$ cat config.mk
export PLATFORM = sky130hd
export DESIGN_NAME = div_restoring
export DESIGN_NICKNAME = d
export VERILOG_FILES = /design/src/rtl/div_restoring.sv
export SDC_FILE = /design/constraint.sdc
export NUM_CORES = 1
export LEC_CHECK = 0
export BUFFER_PORTS_ARGS = -buffer_cell sky130_fd_sc_hd__buf_2
export CAP_MARGIN = 20
export CORE_ASPECT_RATIO = 0.8
export CORE_MARGIN = 3
export CORE_UTILIZATION = 45
export DETAILED_ROUTE_END_ITERATION = 8
export PLACE_DENSITY = 0.73
export SLEW_MARGIN = 25
export SYNTH_ARGS = -nofsm -noshare
export SYNTH_HDL_FRONTEND = slang
export SYNTH_SLANG_ARGS = --single-unit
export TNS_END_PERCENT = 30
$ cat constraint.sdc
create_clock -name clk -period 3.5 [get_ports clk]
set_clock_uncertainty 0.05 [all_clocks]
set_input_delay 0.35 -clock clk [delete_from_list [all_inputs] [get_ports clk]]
set_output_delay 0.35 -clock clk [all_outputs]
set_load 0.02 [all_outputs]
$ cat src/rtl/div_restoring.sv
// Sequential unsigned restoring divider: one quotient bit per clock.
// Shares the start/fin handshake of the shift-add multiplier.
// Optional feature macro: DIV_ZERO_DETECT_EN adds a div_cero flag and a
// one-edge shortcut to DONE when the divisor is zero.
//
// state | meaning
// IDLE  | waiting for start, outputs hold last result
// RUN   | one shift/subtract/restore step per clock
// DONE  | result valid (fin=1), waiting for start to drop
module div_restoring #(
    parameter int WIDTH = 4
) (
    input  logic             clk,
    input  logic             reset_n,
    input  logic             start,
    input  logic [WIDTH-1:0] dividendo,
    input  logic [WIDTH-1:0] divisor,
    output logic [WIDTH-1:0] cociente,
    output logic [WIDTH-1:0] resto,
    output logic             ocupado,
    output logic             fin
`ifdef DIV_ZERO_DETECT_EN
    ,
    output logic             div_cero
`endif
);

    localparam int CW = $clog2(WIDTH + 1);

    typedef enum logic [1:0] {IDLE, RUN, DONE} state_t;

    state_t           state, state_nxt;
    logic [WIDTH:0]   a_reg;
    logic [WIDTH-1:0] q_reg;
    logic [WIDTH-1:0] m_reg;
    logic [CW-1:0]    count;

    logic [2*WIDTH:0] aq_sh;
    logic [WIDTH:0]   a_sh;
    logic [WIDTH:0]   t_sub;
    logic [WIDTH:0]   a_nxt;
    logic [WIDTH-1:0] q_nxt;
    logic             last_step;
    logic             zero_div;

    // One restoring step: shift {A,Q}, trial-subtract M, keep or restore.
    always_comb begin
        aq_sh     = {a_reg, q_reg} << 1;
        a_sh      = aq_sh[2*WIDTH:WIDTH];
        t_sub     = a_sh - {1'b0, m_reg};
        a_nxt     = t_sub[WIDTH] ? a_sh : t_sub;
        q_nxt     = aq_sh[WIDTH-1:0] | {{(WIDTH-1){1'b0}}, ~t_sub[WIDTH]};
        last_step = (count == CW'(1));
`ifdef DIV_ZERO_DETECT_EN
        zero_div  = (divisor == '0);
`else
        zero_div  = 1'b0;
`endif
    end

    // State register.
    always_ff @(posedge clk or negedge reset_n) begin
        if (!reset_n) state <= IDLE;
        else          state <= state_nxt;
    end

    // Next-state decode and status outputs.
    always_comb begin
        state_nxt = state;
        ocupado   = 1'b0;
        fin       = 1'b0;
        case (state)
            IDLE: if (start) state_nxt = zero_div ? DONE : RUN;
            RUN: begin
                ocupado = 1'b1;
                if (last_step) state_nxt = DONE;
            end
            DONE: begin
                fin = 1'b1;
                if (!start) state_nxt = IDLE;
            end
            default: state_nxt = IDLE;
        endcase
    end

    // Datapath: operand load, iteration, and result capture on entry to DONE.
    always_ff @(posedge clk or negedge reset_n) begin
        if (!reset_n) begin
            a_reg    <= '0;
            q_reg    <= '0;
            m_reg    <= '0;
            count    <= '0;
            cociente <= '0;
            resto    <= '0;
`ifdef DIV_ZERO_DETECT_EN
            div_cero <= 1'b0;
`endif
        end else begin
            case (state)
                IDLE: if (start) begin
                    a_reg <= '0;
                    q_reg <= dividendo;
                    m_reg <= divisor;
                    count <= CW'(WIDTH);
`ifdef DIV_ZERO_DETECT_EN
                    div_cero <= zero_div;
                    if (zero_div) begin
                        cociente <= '1;
                        resto    <= dividendo;
                    end
`endif
                end
                RUN: begin
                    a_reg <= a_nxt;
                    q_reg <= q_nxt;
                    count <= count - CW'(1);
                    if (last_step) begin
                        cociente <= q_nxt;
                        resto    <= a_nxt[WIDTH-1:0];
                    end
                end
                default: ;
            endcase
        end
    end

endmodule

## Word-level counts from Yosys, hierarchy flattened

Index checks and enable logic that the tools add are counted.

| word-level totals | value |
|---|---|
| word-level logic and storage cells | 36 |
| bits of input ports | 11 |
| output and inout bits | 10 |
| flip-flop bits (word level) | 25 |

| operators by class | value |
|---|---|
| reduce and logical (&&, ||, !) cells | 6 |
| equality and inequality tests | 6 |
| muxes and demuxes | 13 |
| $add $sub $neg | 2 |
| bitwise operators | 2 |

Operator list:

| operator | number |
|---|---|
| 4-bit one-hot mux with 2 select lines | 2 |
| 4-bit 2-to-1 mux | 3 |
| 2-bit 2-to-1 mux | 3 |
| 2-bit != test (second input constant) | 3 |
| 2-bit one-hot mux with 3 select lines | 1 |
| 3-bit one-hot mux with 2 select lines | 1 |
| 2-bit AND reduction | 3 |
| 5-bit by 4-bit subtractor with 5-bit output | 1 |
| 4-bit by 1-bit OR with 4-bit output | 1 |
| 3-bit by 1-bit == test with 1-bit output (second input constant) | 1 |
| 3-bit 2-to-1 mux | 1 |
| 3-bit AND reduction | 1 |
| 3-bit by 1-bit subtractor with 3-bit output (second input constant) | 1 |
| 2-bit by 1-bit == test with 1-bit output (second input constant) | 1 |
| 2-bit == test (second input constant) | 1 |
| 2-bit logical NOT | 1 |
| 1-bit 2-to-1 mux | 2 |
| 2-bit nonzero test | 1 |
| 1-bit inverter | 1 |

## Depth between registers and ports, before layout

Gate-level depths: netlist (run 1).

| depth | value |
|---|---|
| depth after elaboration | 4 |
| gate-level depth with buffers | 8 |
| depth with buffers taken out | 8 |

## Worst setup path after synthesis (run 1)

OpenSTA, ideal clock, no wires.

| timing path | value |
|---|---|
| kind | flip-flop to flip-flop |
| from | register q_reg[3] |
| to | register a_reg[0] |
| clock period less this slack | 2.170 ns |
| stages on the path, launching flop included | 9 |
| slack | 1.330 ns |
| arrival | 1.992 ns |
| required time | 3.322 ns |
| buffers on the path | 0 |
| setup time | 0.128 ns |
| cells stage by stage | dfrtp_1 > inv_1 > ha_1 > inv_1 > fa_1 > a211o_4 > a32o_1 > nor3_2 > o41ai_1 |

| on the way | value |
|---|---|
| word-level cells in the longest chain between the ends | 3 |

RTL lines:

| element | RTL line | source |
|---|---|---|
| start: declaration | 34 | `logic [WIDTH-1:0] q_reg;` |
| start signal: assignment | 102 | `q_reg <= dividendo;` |
| start signal: assignment | 115 | `q_reg <= q_nxt;` |
| 5-bit by 4-bit subtractor with 5-bit output | 50 | `t_sub = a_sh - {1'b0, m_reg};` |
| 4-bit 2-to-1 mux * | 51 | `a_nxt = t_sub[WIDTH] ? a_sh : t_sub;` |
| 4-bit one-hot mux with 2 select lines * | 99 | `case (state)` |
| end signal: assignment | 114 | `a_reg <= a_nxt;` |
| end: declaration | 33 | `logic [WIDTH:0] a_reg;` |

Every way passes the cells marked *; elsewhere a longest branch is shown, timed or not.
A chain may end at the register's enable or synchronous reset.

## Final worst setup path (run 1)

| timing path | value |
|---|---|
| from | register q_reg[3] |
| to | register a_reg[1] |

| on the way | value |
|---|---|
| word-level cells in the longest chain between the ends | 3 |

RTL lines:

| element | RTL line |
|---|---|
| 5-bit by 4-bit subtractor with 5-bit output | 50 |
| 4-bit 2-to-1 mux | 51 |
| 4-bit one-hot mux with 2 select lines | 99 |

No other way between the ends.

==> results of run 1 <==
==> per-layer routing <==
layer  up-vias  global-route usage
met5         -                   0
met4         0              0.0669
met3         4              0.0447
met2        42               0.242
met1       557               0.260
li1        578                   -
==> critical path, delay by kind of cell, from the launching register on <==
family          cells  cell delay (ns)
flops               1             0.38
buf+inv             2             0.18
fa+ha+maj           2             0.66
compound gates      2             0.60
simple gates        2             0.43
==> per-stage QoR <==
stage	setup slack (ns)	utilization	instances	cell area (um^2)
floorplan	1.33	-	149	1440
finish	1.06	0.552	205	1610
global placement	1.21	0.535	201	1560
CTS	1.08	0.552	205	1610
global route	0.899	0.552	205	1610
detailed placement	1.08	0.535	201	1560
==> final cells by class <==
cell class | count | area share
inverters | 10 | 0.0233
multi-input cells | 108 | 0.466
flip-flops and latches | 25 | 0.389
well taps | 38 | 0.0295
repair buffers | 20 | 0.0622
clock buffers | 3 | 0.0257
clock inverters | 1 | 0.00467
==> logic make-up after synthesis <==
group | after synthesis | share of synthesized area
muxes | 3 | 0.0234
xor gates and xnor gates | 1 | 0.00607
adders and majority gates | 7 | 0.0659
and+or+nand+nor | 56 | 0.202
buffers and inverters | 16 | 0.0468
AOI/OAI and AO/OA | 41 | 0.222
DFF | 25 | 0.434
==> cell usage in the layout, fill, tap and decap left out, types with 3 or more instances in the layout <==
cell type / netlist / final
dfrtp_1: 25 / 25
nand2_1: 20 / 20
buf_2: 6 / 20
o21ai_0: 11 / 11
inv_1: 10 / 10
nor2_1: 9 / 9
a21oi_1: 6 / 6
ha_1: 6 / 6
nor4_1: 5 / 5
nand2b_1: 4 / 4
mux2_2: 3 / 3
o22ai_1: 3 / 3
clkbuf_8: 0 / 3
==> final timing paths <==
kind	slack, ns	endpoint
worst max-delay path	1.06	a_reg[1]
worst min-delay path	0.003	cociente[2]
worst max register to register	1.06	a_reg[1]
worst min register to register	0.43	resto[1]
max in group asynchronous	3.02	m_reg[1]
min in group clk	0.22	m_reg[0]
==> out/results.ini, run 1 <==
[status]
outcome = finished, final reports clean

[cells_and_area]
diodes = 0
register_area_um2 = 626
fill_cells = 261
fin_nets = 186
area_growth_pct = 11.5
drive_above_1_share = 0.204
multi_input_area_um2 = 749

[logic_synthesis]
synth_top_cells_by_area = dfrtp_1 43%, ha_1 5.2%, nand2_1 5.2%
synthCells = 149
syn_area_mm2 = 0.00144
ys_warn_count = 0
async_flop_share = 1.00
synth-edff-count = 0
avgSynthCellArea_um2 = 9.68
ys_seq_elements = 25
ys.flop_type = dfrtp_1
synth_cell_types = 48
synth_commonest_cells = 25 x dfrtp_1, 20 x nand2_1, 11 x o21ai_0, 10 x inv_1, 9 x nor2_1
seq_area_frac_synth = 0.434
syn-num-nets = 167
synth_top_area_share = 0.434
yosysTopAreaCell = dfrtp_1
yosysMostFrequentCell = dfrtp_1

[placed_design]
hpwlAfterDp_um = 2270
numPortBuffers = 20
gp_congestion = 0.895

[critical_path]
reg2reg_depth = 8
cpMaxStageDelayCell = a211oi_4
worstPathRequired_ns = 3.59
crit_start = q_reg[3]
r2r-start = q_reg[3]
path_class = reg2reg
path_cells = inv_1, ha_1, inv_1, fa_1, a211oi_4, nor4_1, nor4_1, o31ai_1
arrival_ns = 2.52
cp-start-kind = flop
cp_max_fo = 8
worstSetupEndpointType = flop
cpPeakStageDelay_ns = 0.49

[route]
firstDrtPassIters = 4
avgRoutedWirePerCell_um = 15.0
wl_met3_um = 194
viasPerCell = 5.76
dr_wl_met2_um = 1350
antenna_left = 0
drcViolationCount = 0
drt-met1-wl_um = 1480
highest_layer = met4
vias = 1181
drtIter0Drc = 119
wirelength_um = 3070

[cts]
ctsResizeCount = 0
cts_tree = built
clk_latency_ns = 0.27
postCtsSetupRepairBufs = 0
cts_inserted_buffers = 3
hold_buffers = 0
ctsHtreeMaxLevel = 1
cts_max_path_buffers = 2
numClockSinks = 25
clk_pin_slew_worst_paths_ns = 0.09
root_buffer = clkbuf_8

[floorplanning]
io_pins = 21
row_count = 17
chipWidth_um = 69.3
die_y_um = 56.6
start_util = 0.495
dieArea_mm2 = 0.00393
core_mm2 = 0.00291

[timing]
period_share = 0.696
final.setup.tns_ns = 0
fmax_mhz = 410
period_needed_ns = 2.44
fin_hold_ws_ns = 0.00309
grt_setup_unrepaired = false
slew_headroom = 0.359
tightest_slew_ns = 0.959
setup_viol = 0
final_hold_viol_count = 0
slew_viol_final = 0

[global_route]
grt_max_degree = 26
overflow = 0
grt_pass1_vias = 1131
antenna_found_initial = 0
grt_usage = 0.175
grt_pass1_wl_um = 5410

[worst_hold_path]
min_path_type = in2async

[run]
maxCapViolations = 0

Power of run 1 is left out: the tool's default activity adds up to more than one toggle a clock period on the data nets, which glitch-free logic cannot reach.
==> run 2: changes to the inputs <==
--- a/config.mk
+++ b/config.mk
@@ -5,13 +5,14 @@
 export SDC_FILE = /design/constraint.sdc
 export NUM_CORES = 1
 export LEC_CHECK = 0
+export ABC_AREA = 1
 export BUFFER_PORTS_ARGS = -buffer_cell sky130_fd_sc_hd__buf_2
 export CAP_MARGIN = 20
 export CORE_ASPECT_RATIO = 0.8
 export CORE_MARGIN = 3
 export CORE_UTILIZATION = 45
 export DETAILED_ROUTE_END_ITERATION = 8
-export PLACE_DENSITY = 0.73
+export PLACE_DENSITY = 0.74
 export SLEW_MARGIN = 25
 export SYNTH_ARGS = -nofsm -noshare
 export SYNTH_HDL_FRONTEND = slang
==> constraint.sdc (replaced) <==
create_clock -name clk -period 2.5 [get_ports clk]
set_clock_uncertainty 0.05 [all_clocks]
set_input_delay 0.25 -clock clk [delete_from_list [all_inputs] [get_ports clk]]
set_output_delay 0.25 -clock clk [all_outputs]
set_load 0.02 [all_outputs]
==> out/results.ini, run 2 <==
[timing]
fmax_mhz = 532
final_hold_viol_count = 0
tightest_slew_ns = 0.535
period_needed_ns = 1.88
period_share = 0.752
setup_viol = 0
grt_setup_unrepaired = false
slew_headroom = 0.643
slew_viol_final = 0
final.setup.tns_ns = 0
worst_slack_ns = 0.621

[placed_design]
hpwlAfterDp_um = 2040
gp_congestion = 0.925
place_area_mm2 = 0.00142
dpl_worst_slack_ns = 0.636
numPortBuffers = 20
post-place-cells = 196

[critical_path]
reg2reg_depth = 12
cpMaxStageDelayCell = fa_1
path_class = reg2reg
path_buf_inv = 2
arrival_ns = 2.05
cp_common_cell = nand2_2
cpPeakStageDelay_ns = 0.42
cp-start-kind = flop
worstPathRequired_ns = 2.67
crit_family = simple AND/OR/NAND/NOR gates
cp_max_fo = 6
path_cells = inv_1, ha_1, inv_1, fa_1, nand2_2, nand2_4, nand3b_4, nand2_4, nand2_2, nand2_2, nand2_1, nand2_1
worstSetupEndpointType = flop
cp.depth = 12

[global_route]
grt_pass1_vias = 1014
overflow = 0
grt_pass1_wl_um = 4500
grt_max_degree = 26
antenna_found_initial = 0
grt_usage = 0.170

[cts]
ctsHtreeMaxLevel = 1
clk_pin_slew_worst_paths_ns = 0.13
root_buffer = clkbuf_4
postCtsSetupRepairBufs = 0
cts_max_path_buffers = 2
cts_inserted_buffers = 3
clk_latency_ns = 0.33
numClockSinks = 25
cts_tree = built

[logic_synthesis]
synth_cell_types = 24
yosysTopAreaCell = dfrtp_1
syn_area_mm2 = 0.00128
seq_area_frac_synth = 0.487
yosysMostFrequentCell = nand2_1
syn-num-nets = 159
synth_top_cells_by_area = dfrtp_1 49%, nand2_1 13%, ha_1 5.8%
synth_commonest_cells = 43 x nand2_1, 25 x dfrtp_1, 16 x inv_1, 10 x nand3_1, 6 x ha_1
ys.flop_type = dfrtp_1
synth_top_area_share = 0.487
avgSynthCellArea_um2 = 9.10
synthCells = 141
async_flop_share = 1.00
synth-edff-count = 0
ys_warn_count = 0
ys_seq_elements = 25

[cells_and_area]
fill_cells = 246
fin_util = 0.564
drive_above_1_share = 0.242
multi_input_area_um2 = 579
final_cell_mix = 43 x nand2_1, 25 x dfrtp_1, 20 x buf_2
fin_nets = 184
register_area_um2 = 626
area_growth_pct = 13.5
diodes = 0
final_common_cell = nand2_1
final_cells = 201
design_area_mm2 = 0.00146

[floorplanning]
start_util = 0.497
chipWidth_um = 65.7
row_count = 16
dieArea_mm2 = 0.00353
io_pins = 21
die_y_um = 53.8
core_mm2 = 0.00258

[pwr]
p_leak_nw = 0.785
power_density_mw_per_mm2 = 1610
vdd_ir_drop_max_v = 0.000795

[route]
viasPerCell = 5.04
vias = 1014
firstDrtPassIters = 4
drcViolationCount = 0
avgRoutedWirePerCell_um = 12.6
antenna_left = 0
wirelength_um = 2520
drtIter0Drc = 32

[worst_hold_path]
worstHoldPathCells = 3
min_path_type = in2reg

[run]
maxCapViolations = 0

[status]
outcome = finished, final reports clean

==> run 2: changes by cell type in the layout (fill, tap and decap cells not counted), sizes merged, moves of 3 or more <==
cell	before	now
a21oi	7	4
inv	10	17
mux2	3	0
nand2	21	52
nand2b	4	0
nand3	1	10
nand3b	0	3
nor2	9	4
nor3	3	0
nor4	5	0
o21ai	12	7
==> run 2: repair_timing <==
| action | in CTS | in global routing |
|---|---|---|
| hold buffers | 1 | 0 |
| resized for setup | 0 | 0 |
| hold endpoints to repair | 25 | 0 |
==> run 2: per-stage QoR <==
stage               total power, mW  hold slack (ns)
floorplan                      1.84          -0.0956
global placement               2.09            0.220
detailed placement             2.17            0.221
CTS                            2.36           0.0798
global route                   2.59           0.0873
finish                         2.34           0.0772
==> run 2: worst reg2reg max path: stages, from the launching register on <==
cell and delay [ns]:
dfrtp_1 0.39, inv_1 0.09, ha_1 0.15, inv_1 0.06
fa_1 0.42, nand2_2 0.11, nand2_4 0.08, nand3b_4 0.12
nand2_4 0.08, nand2_2 0.07, nand2_2 0.06, nand2_1 0.06
nand2_1 0.05
==> run 2: area by class of cell <==
cell class | count | area share
Clock inverter | 1 | 0.00515
Tap cell | 36 | 0.0309
Sequential cell | 25 | 0.429
Timing Repair Buffer | 21 | 0.0755
Clock buffer | 3 | 0.0155
Inverter | 18 | 0.0464
Multi-Input combinational cell | 97 | 0.397
==> run 2: cells by family (layout without fill, tap and decap cells) <==
family | Yosys count | after routing | share of synthesized area
AOI/OAI and AO/OA | 18 | 18 | 0.0877
adders and majority gates | 7 | 7 | 0.0741
and+or+nand+nor | 70 | 70 | 0.276
buffers and inverters | 19 | 43 | 0.0614
xor gates and xnor gates | 2 | 2 | 0.0136
DFF | 25 | 25 | 0.487
==> run 2: where the power goes <==
part,switching (mW),total (mW),internal [mW]
logic,0.914,1.44,0.530
registers,0.111,0.713,0.602
clock network,0.126,0.187,0.0612
total,1.15,2.34,1.19
==> run 2: layer usage <==
metal | GRT usage | vias to the layer above | share of wire | wire [um]
met3 | 0.0564 | 4 | 0.061 | 153
met5 | 0 | - | 0 | 0
li1 | - | 500 | - | -
met1 | 0.220 | 483 | 0.45 | 1140
met2 | 0.280 | 27 | 0.48 | 1200
met4 | 0.0379 | 0 | 0.011 | 29
==> run 2: path summary, 6_finish.rpt <==
kind	startpoint	end	slack, ns
worst max-delay path	q_reg[3]	a_reg[3]	0.62
worst min-delay path	divisor[0]	m_reg[0]	0.08
worst max register to register	q_reg[3]	a_reg[3]	0.62
worst min register to register	cociente[1]	cociente[1]	0.45
max in group asynchronous	reset_n	a_reg[3]	1.67
min in group asynchronous	reset_n	resto[1]	0.35
(Power assumes the default switching activity.)
